File: config.mk
export PLATFORM = sky130hd
export DESIGN_NAME = recip_sequencer
export DESIGN_NICKNAME = d
export VERILOG_FILES = /design/src/rtl/recip_sequencer.sv
export SDC_FILE = /design/constraint.sdc
export NUM_CORES = 2
export LEC_CHECK = 0
export CAP_MARGIN = 20
export CORE_MARGIN = 10
export CORE_UTILIZATION = 55
export CTS_CLUSTER_DIAMETER = 100
export DETAILED_ROUTE_END_ITERATION = 7
export PLACE_DENSITY = 0.77
export SYNTH_ARGS = -nofsm -noshare
export SYNTH_HDL_FRONTEND = slang
export SYNTH_SLANG_ARGS = --single-unit
File: constraint.sdc
create_clock -name clk -period 14.2 [get_ports clk]
set_input_delay 1.42 -clock clk [delete_from_list [all_inputs] [get_ports clk]]
set_output_delay 1.42 -clock clk [all_outputs]
set_load 0.05 [all_outputs]
File: src/rtl/recip_sequencer.sv
// recip_sequencer: iterative single-precision reciprocal (Newton-Raphson on one shared multiplier and adder); define RECIP_ITER2_EN for 2 iterations instead of 3.
module fp_mul (
  input  logic [31:0] a,
  input  logic [31:0] b,
  output logic [31:0] out
);
  logic [47:0] prod;
  logic [9:0]  ex;
  logic [22:0] mant;
  logic        g, st;
  logic [30:0] mag;
  always_comb begin
    prod = {1'b1, a[22:0]} * {1'b1, b[22:0]};
    ex   = {2'b0, a[30:23]} + {2'b0, b[30:23]} - 10'd127 + {9'b0, prod[47]};
    mant = prod[47] ? prod[46:24] : prod[45:23];
    g    = prod[47] ? prod[23] : prod[22];
    st   = prod[47] ? |prod[22:0] : |prod[21:0];
    mag  = {ex[7:0], mant} + {30'b0, g & (st | mant[0])};
    out  = (a[30:23] == 8'd0 || b[30:23] == 8'd0 || ex[9] || ex == 10'd0) ? {a[31] ^ b[31], 31'b0} :
           (ex >= 10'd255) ? {a[31] ^ b[31], 8'hFF, 23'b0} : {a[31] ^ b[31], mag};
  end
endmodule

module fp_add (
  input  logic [31:0] a,
  input  logic [31:0] b,
  output logic [31:0] out
);
  logic [31:0] x, y;
  logic [26:0] mx, my, al, shl, nm;
  logic [53:0] sh;
  logic [7:0]  d;
  logic [4:0]  dc, lz;
  logic [27:0] sum;
  logic [9:0]  ex;
  logic [30:0] mag;
  always_comb begin
    x   = (a[30:0] >= b[30:0]) ? a : b;
    y   = (a[30:0] >= b[30:0]) ? b : a;
    mx  = {x[30:23] != 8'd0, x[22:0], 3'b0};
    my  = {y[30:23] != 8'd0, y[22:0], 3'b0};
    d   = x[30:23] - y[30:23];
    dc  = (d > 8'd30) ? 5'd30 : d[4:0];
    sh  = {my, 27'b0} >> dc;
    al  = {sh[53:28], sh[27] | (|sh[26:0])};
    sum = (x[31] ^ y[31]) ? {1'b0, mx} - {1'b0, al} : {1'b0, mx} + {1'b0, al};
    lz  = 5'd0;
    for (int i = 0; i < 27; i++)
      if (sum[i]) lz = 5'(26 - i);
    shl = sum[26:0] << lz;
    nm  = sum[27] ? {sum[27:2], sum[1] | sum[0]} : shl;
    ex  = sum[27] ? {2'b0, x[30:23]} + 10'd1 : {2'b0, x[30:23]} - {5'b0, lz};
    mag = {ex[7:0], nm[25:3]} + {30'b0, nm[2] & (nm[1] | nm[0] | nm[3])};
    // nm[26] is the normalised hidden bit; it is clear only for an exact-zero sum
    out = (!nm[26] || ex[9] || ex == 10'd0) ? {x[31] & nm[26], 31'b0} :
          (ex >= 10'd255) ? {x[31], 8'hFF, 23'b0} : {x[31], mag};
  end
endmodule

module recip_sequencer (
  input  logic        clk,
  input  logic        rst,
  input  logic        in_valid,
  output logic        in_ready,
  input  logic [31:0] in_data,
  output logic        out_valid,
  input  logic        out_ready,
  output logic [31:0] out_data,
  output logic        busy
);
`ifdef RECIP_ITER2_EN
  localparam logic [3:0] LAST = 4'd7;
`else
  localparam logic [3:0] LAST = 4'd10;
`endif
  localparam logic [31:0] C32 = 32'h3FF0F0F1;
  localparam logic [31:0] C48 = 32'h4034B4B5;
  localparam logic [31:0] TWO = 32'h40000000;
  typedef enum logic [1:0] {IDLE, RUN, DONE} state_t;
  state_t      state, state_nx;
  logic [3:0]  cnt;
  logic        s, pend, special, accept, ph_dn, ph_sub, ph_nt;
  logic [7:0]  e;
  logic [31:0] d, t, n, mul_a, mul_b, mul_out, add_a, add_b, add_out, special_val, packed_res;
  logic [9:0]  ex;

  fp_mul u_mul (.a(mul_a), .b(mul_b), .out(mul_out));
  fp_add u_add (.a(add_a), .b(add_b), .out(add_out));

  always_ff @(posedge clk)
    state <= rst ? IDLE : state_nx;

  // special operands spend one cycle in IDLE (pend) so they also report after one edge
  always_comb
    state_nx = (state == IDLE) ? (pend ? DONE : (in_valid ? (special ? IDLE : RUN) : IDLE)) :
               (state == RUN) ? ((cnt == LAST) ? DONE : RUN) :
               (out_ready ? IDLE : DONE);

  always_comb begin
    in_ready  = (state == IDLE) && !pend;
    out_valid = (state == DONE);
    busy      = (state != IDLE);
  end

  always_comb begin
    accept      = in_ready && in_valid;
    special     = (in_data[30:23] == 8'd0) || (in_data[30:23] == 8'hFF);
    special_val = (in_data[30:23] == 8'd0) ? {in_data[31], 8'hFF, 23'b0} :
                  (in_data[22:0] == 23'd0) ? {in_data[31], 31'b0} : 32'h7FC00000;
    ph_dn       = (cnt == 4'd2) || (cnt == 4'd5) || (cnt == 4'd8);
    ph_sub      = (cnt == 4'd3) || (cnt == 4'd6) || (cnt == 4'd9);
    ph_nt       = (cnt == 4'd4) || (cnt == 4'd7) || (cnt == 4'd10);
    mul_a       = (cnt == 4'd0) ? C32 : n;
    mul_b       = (cnt == 4'd0 || ph_dn) ? d : t;
    add_a       = (cnt == 4'd1) ? C48 : TWO;
    add_b       = {~t[31], t[30:0]};
    ex          = {2'b0, mul_out[30:23]} + 10'd126 - {2'b0, e};
    packed_res  = ($signed(ex) <= 10'sd0) ? {s, 31'b0} :
                  ($signed(ex) >= 10'sd255) ? {s, 8'hFF, 23'b0} : {s, ex[7:0], mul_out[22:0]};
  end

  always_ff @(posedge clk) begin
    if (rst) begin
      cnt      <= 4'd0;
      t        <= 32'd0;
      n        <= 32'd0;
      d        <= 32'd0;
      s        <= 1'b0;
      e        <= 8'd0;
      pend     <= 1'b0;
      out_data <= 32'd0;
    end else begin
      pend <= accept && special;
      if (accept) begin
        s   <= in_data[31];
        e   <= in_data[30:23];
        d   <= {1'b0, 8'h7E, in_data[22:0]};
        cnt <= 4'd0;
      end
      if (accept && special)
        out_data <= special_val;
      if (state == RUN) begin
        cnt <= cnt + 4'd1;
        t   <= (cnt == 4'd0 || ph_dn) ? mul_out : ph_sub ? add_out : t;
        n   <= (cnt == 4'd1) ? add_out : ph_nt ? mul_out : n;
        if (cnt == LAST)
          out_data <= packed_res;
      end
    end
  end
endmodule

After elaboration in Yosys (flattened, before gate mapping)
Index checks and enable logic that the tools add are counted.
Word-level totals
  register bits: 136
  input bits: 36
  word-level logic and storage cells: 155
Cells by class
  bitwise operators: 11
  reductions and logical operators: 37
  equal/unequal tests: 13
  multipliers: 1
  shifts and indexed selects: 2
  $lt $le $gt $ge: 6
  add/sub/neg operators: 13
  mux-type cells: 63
Operators with widths (count)
  $mux W32: 14
  $mux W31: 5
  $mux W5: 28
  $add A31 B1 Y31: 2
  $shr A54 B5 Y54: 1
  $mul A24 B24 Y48: 1
  $ge A31 B31 Y1: 1
  $add A27 B27 Y28: 1
  $mux W28: 1
  $sub A27 B27 Y28: 1
  $mux W27: 1
  $reduce_or A27 Y1: 1
  $shl A27 B5 Y27: 1
  $logic_not A8 Y1: 3
  $logic_not A23 Y1: 1
  $mux W23: 1
  $reduce_or A23 Y1: 1
  $mux W22: 1
  $reduce_or A22 Y1: 1
  $ge A10 B8 Y1 const B: 2
  $logic_not A10 Y1: 2
  $eq A4 B3 Y1 const B: 4
  $reduce_bool A8 Y1: 2
  $logic_or A1 B1 Y1: 13
  other kinds (32): 57

Longest topological paths before layout
  depth in word-level cells: 49
  gate-level depth with buffers: 73

Hierarchy
From an unflattened synthesis, not the netlist that was laid out.
Unflattened totals
  cell total of the unflattened synthesis: 5399
  area, all modules: 40690.3 µm²
Modules (own cells, without submodules)
  fp_mul: instances 1, cells each 2633, sequential area each 0.0 µm², area each 21839.7 µm²
  fp_add: instances 1, cells each 1913, sequential area each 0.0 µm², area each 12125.4 µm²
  recip_sequencer: instances 1, cells each 853, sequential area each 2722.6 µm², area each 6725.2 µm²

Worst setup path after synthesis
Ideal clock, no wire load.
  path type: register to register
  start: register cnt[0]
  end: register out_data[2]
  period minus slack after synthesis: 14.706 ns
  setup time: 0.128 ns
  buffers on the path: 6
  cell stages (with the launch flop): 67
  data arrival time: 14.578 ns
  slack: -0.506 ns
  data required time: 14.072 ns
  cells stage by stage: dfxtp_1 -> inv_1 -> ha_1 -> a21oi_1 -> o21a_1 -> clkbuf_1 -> clkbuf_1 -> mux2i_1 -> clkbuf_1 -> nor2_1 -> fa_1 -> fa_1 -> fa_1 -> inv_1 -> fa_1 -> fa_1 -> inv_1 -> fa_1 -> (+31 left out) -> a21oi_1 -> o21bai_1 -> a21oi_1 -> inv_1 -> a21oi_1 -> nor2_1 -> nor2_1 -> xnor2_1 -> nand4_1 -> a2bb2oi_1 -> o22ai_1 -> and2_1 -> clkbuf_1 -> nand2b_1 -> clkbuf_1 -> nor2_1 -> a21oi_1 -> nor2_1
On the way
  word-level cells in the longest chain between the ends: 20
  elaborated cells between the ends (all ways): 39
  classes of those cells: 6 x add/sub; 1 x mul; 3 x order compare; 4 x eq/ne; 11 x mux; 2 x bitwise; 12 x reduce/logical
RTL lines
  from (decl): line 81  | logic [3:0] cnt;
  from (signal assigned): line 143  | cnt <= cnt + 4'd1;
  branches (longest 18 deep; another with $mul A24 B24 Y48)
  $mux W32 (*): line 146  | if (cnt == LAST)
  $mux W32 (*): line 142  | if (state == RUN) begin
  to (signal assigned): line 141  | out_data <= special_val;
  to (signal assigned): line 147  | out_data <= packed_res;
  to (decl): line 68  | output logic [31:0] out_data,
Mark *: on every way between the ends.
A chain may end at the register's enable or synchronous reset.

Worst setup path after layout
  start: register cnt[1]
  end: register out_data[4]
The elaborated chain is that of the path after synthesis.

==> metrics.txt <==
Mapped Cells 4853; CP Max Fanout 18; Mean Syn Cell Area roughly 7.6 µm²; area of the multi-input gates between 30000 and 40000 µm²; peak supply drop between 0.0003 and 0.0004 V; CTS Root Buffer Type clkbuf_16; Max-Cap Viols 0; pre-CTS setup slack -365 ps; Leak about 0.018 µW; Final HPWL DP 107000 µm; vias in the first global route between 30000 and 40000; flop and latch count out of synthesis roughly 140; Pre-Repair DR Iteration Count 8; first-pass GRT wire length about 210000 µm; Crit. End Element flip-flop; placed standard-cell area approximately 39000 µm²; vias per cell about 6.4; clk buf depth 2; Worst Hold Path EP s; # clock sinks between 100 and 150; Buffers on Ports 70; antenna viol nets, final 0; clk_lat worst skew between 400 and 500 ps; layout cells sized above 1 9.68%; drt drc 0; Worst Setup Path Type reg2reg; H-tree levels 4; Hold Startpoint s; Synth top area share a little over a quarter; reg2reg path depth between 60 and 70; register area 2730 µm²; Nets 5679; CTS tree built; DR iter-0 viols between 4000 and 5000; crit path DAT around 14000 ps; fin worst setup slack about 480 ps; ys async rst share 0%; Routed wire per std cell 23.2 µm; crit start category flip-flop; Slew Viols, Final 0; relative slew slack between 10% and 20%; number of buffers created by CTS 17; total global-route track usage between 30 and 40%; Vias about 37000; CTS Hold Bufs 0; chip width 278 µm; Post-synth top flop dfxtp_1; status completed; sequential share of the synthesized area roughly 7.4%; crit share post-route 96.6%; ranking of synthesized cells by area fa_1 (27%), ha_1 (8.9%), dfxtp_1 (7.4%), nand2_1 (6.8%), inv_1 (6.4%); post-synth top area cell fa_1; Clock Skews around 12 ps; gr ovfl total 0; drt total wl between 100000 and 150000 µm; Synth top cells by count nand2_1 (666), inv_1 (627), nor2_1 (535); GP Congestion roughly 1.0; R2R setup slack ~480 ps; final setup violation count 0; Worst-path clk slew about 60 ps; Die ar. 77500 µm²; initial antenna violation count 1; CP Data Required Time between 10000 and 15000 ps; Crit path top cell by count inv_1; number of distinct library cells after synthesis about 130; EDFF count, synth 0; Worst Hold Class reg2reg; Synthesis Warnings 0; core area approximately 66000 µm²; Period minus WS final 13720 ps; Slowest-stage cell, CP fa_1; R2R Path End out_data[4]; CP peak stage delay approximately 540 ps; Filler cells between 5000 and 6000; largest net degree at the start of global routing 71; Initial Util between 50% and 60%; Final Hold Viols 0; Mapped Area around 37000 µm²; worst r2r src cnt[1]; Hold Path Cell Cnt 2; setup TNS 0 ps; IO Pins between 70 and 80; area delta synth->final 9.72%; Placement Rows 94; worst-margin pin slew approximately 1300 ps; PD cells between 200 and 250 nW/µm²; fmax roughly 73 MHz; design area roughly 40000 µm²; most common cell in the netlist nand2_1; Die H approximately 280 µm
[kinds of logic after synthesis]
logic type	count (synthesis)	synth area share, %
XOR/XNOR	154	3.69
other	1	0.0102
buffers and inverters	922	9.66
AND/OR/NAND/NOR	1791	22.2
AO/OA/AOI/OAI	1023	19.3
multiplexers	78	2.30
flip-flops	136	7.42
adder cells (fa/ha/maj)	748	35.4
[flip-flops by register name (all words and copies together) (netlist names)]
name / count
n: 32
out_data: 32
t: 32
d: 24
e: 8
cnt: 4
state: 2
pend: 1
s: 1
[layout make-up]
| cell class | instances | area share, % |
|---|---|---|
| antenna | 2 | 0.0124 |
| clock buffer | 17 | 1.06 |
| clock inverter | 15 | 0.444 |
| inverter | 646 | 6.05 |
| multi-input combinational | 3799 | 76.7 |
| sequential | 136 | 6.77 |
| tap | 864 | 2.68 |
| timing repair buffer | 295 | 6.26 |
[cell usage in the layout, fill, tap and decap left out, drive strengths merged, types with 26 or more instances in the layout]
cell type,instances
a211oi,62
a21o,77
a21oi,274
a221oi,30
a31oi,33
and2,49
and3,47
buf,226
clkdlybuf4s50,69
dfxtp,136
fa,487
ha,261
inv,645
mux2i,52
nand2,669
nand2b,55
nand3,96
nand4,32
nor2,540
nor2b,29
nor3,124
nor4,37
o211ai,32
o21a,26
o21ai,189
o22ai,31
or2,30
or3,35
xnor2,99
xor2,55
[per-stage QoR]
step | utilization (%) | hold WS [ps] | total power (µW) | instances
5_1_grt | 61.0 | 468 | 10500 | 5772
3_5_place_dp | 59.3 | 451 | 8860 | 5723
6_report | 61.1 | 459 | 9820 | 5774
4_1_cts | 60.3 | 460 | 9400 | 5760
3_3_place_gp | 59.3 | 443 | 8810 | 5723
2_1_floorplan | - | 432 | 6250 | 4854
[how the worst max path moves through the flow]
stage	cells past startpoint	startpoint	endpoint
final	66	cnt[1]	out_data[4]
after global routing	69	cnt[0]	out_data[5]
after CTS	61	cnt[1]	out_data[5]
after detailed placement	61	cnt[1]	out_data[14]
after global placement	61	cnt[1]	out_data[16]
after floorplan	64	cnt[0]	out_data[2]
[where the power goes]
part | switching, µW | internal (µW) | leakage, µW
registers | 50.6 | 406 | 0.00111
clock network | 195 | 266 | 0.000297
logic | 5680 | 3220 | 0.0168
total | 5920 | 3890 | 0.0183
[timing repair]
item / in CTS / in global routing
setup endpoints to repair: 31 / 46
gates cloned: 1 / 2
pin swaps: 0 / 13
buffers inserted: 4 / 9
gates resized for setup: 7 / 91
[critical path, delay by kind of cell (launching register included)]
| family | cells | cell delay, ps |
|---|---|---|
| fa+ha+maj | 13 | 5120 |
| compound gates | 17 | 3280 |
| simple gates | 16 | 2250 |
| buf+inv | 17 | 2100 |
| xor+xnor | 3 | 430 |
| flops | 1 | 370 |
[routing by layer]
metal / vias to the layer above / GRT usage [%] / wire length [µm]
li1: 16300 / - / -
met1: 17900 / 43.4 / 51400
met2: 2450 / 52.7 / 58800
met3: 526 / 7.14 / 15700
met4: 0 / 16.2 / 7810
met5: - / 0 / 0
Note: power is estimated with default switching activity, not from simulation.
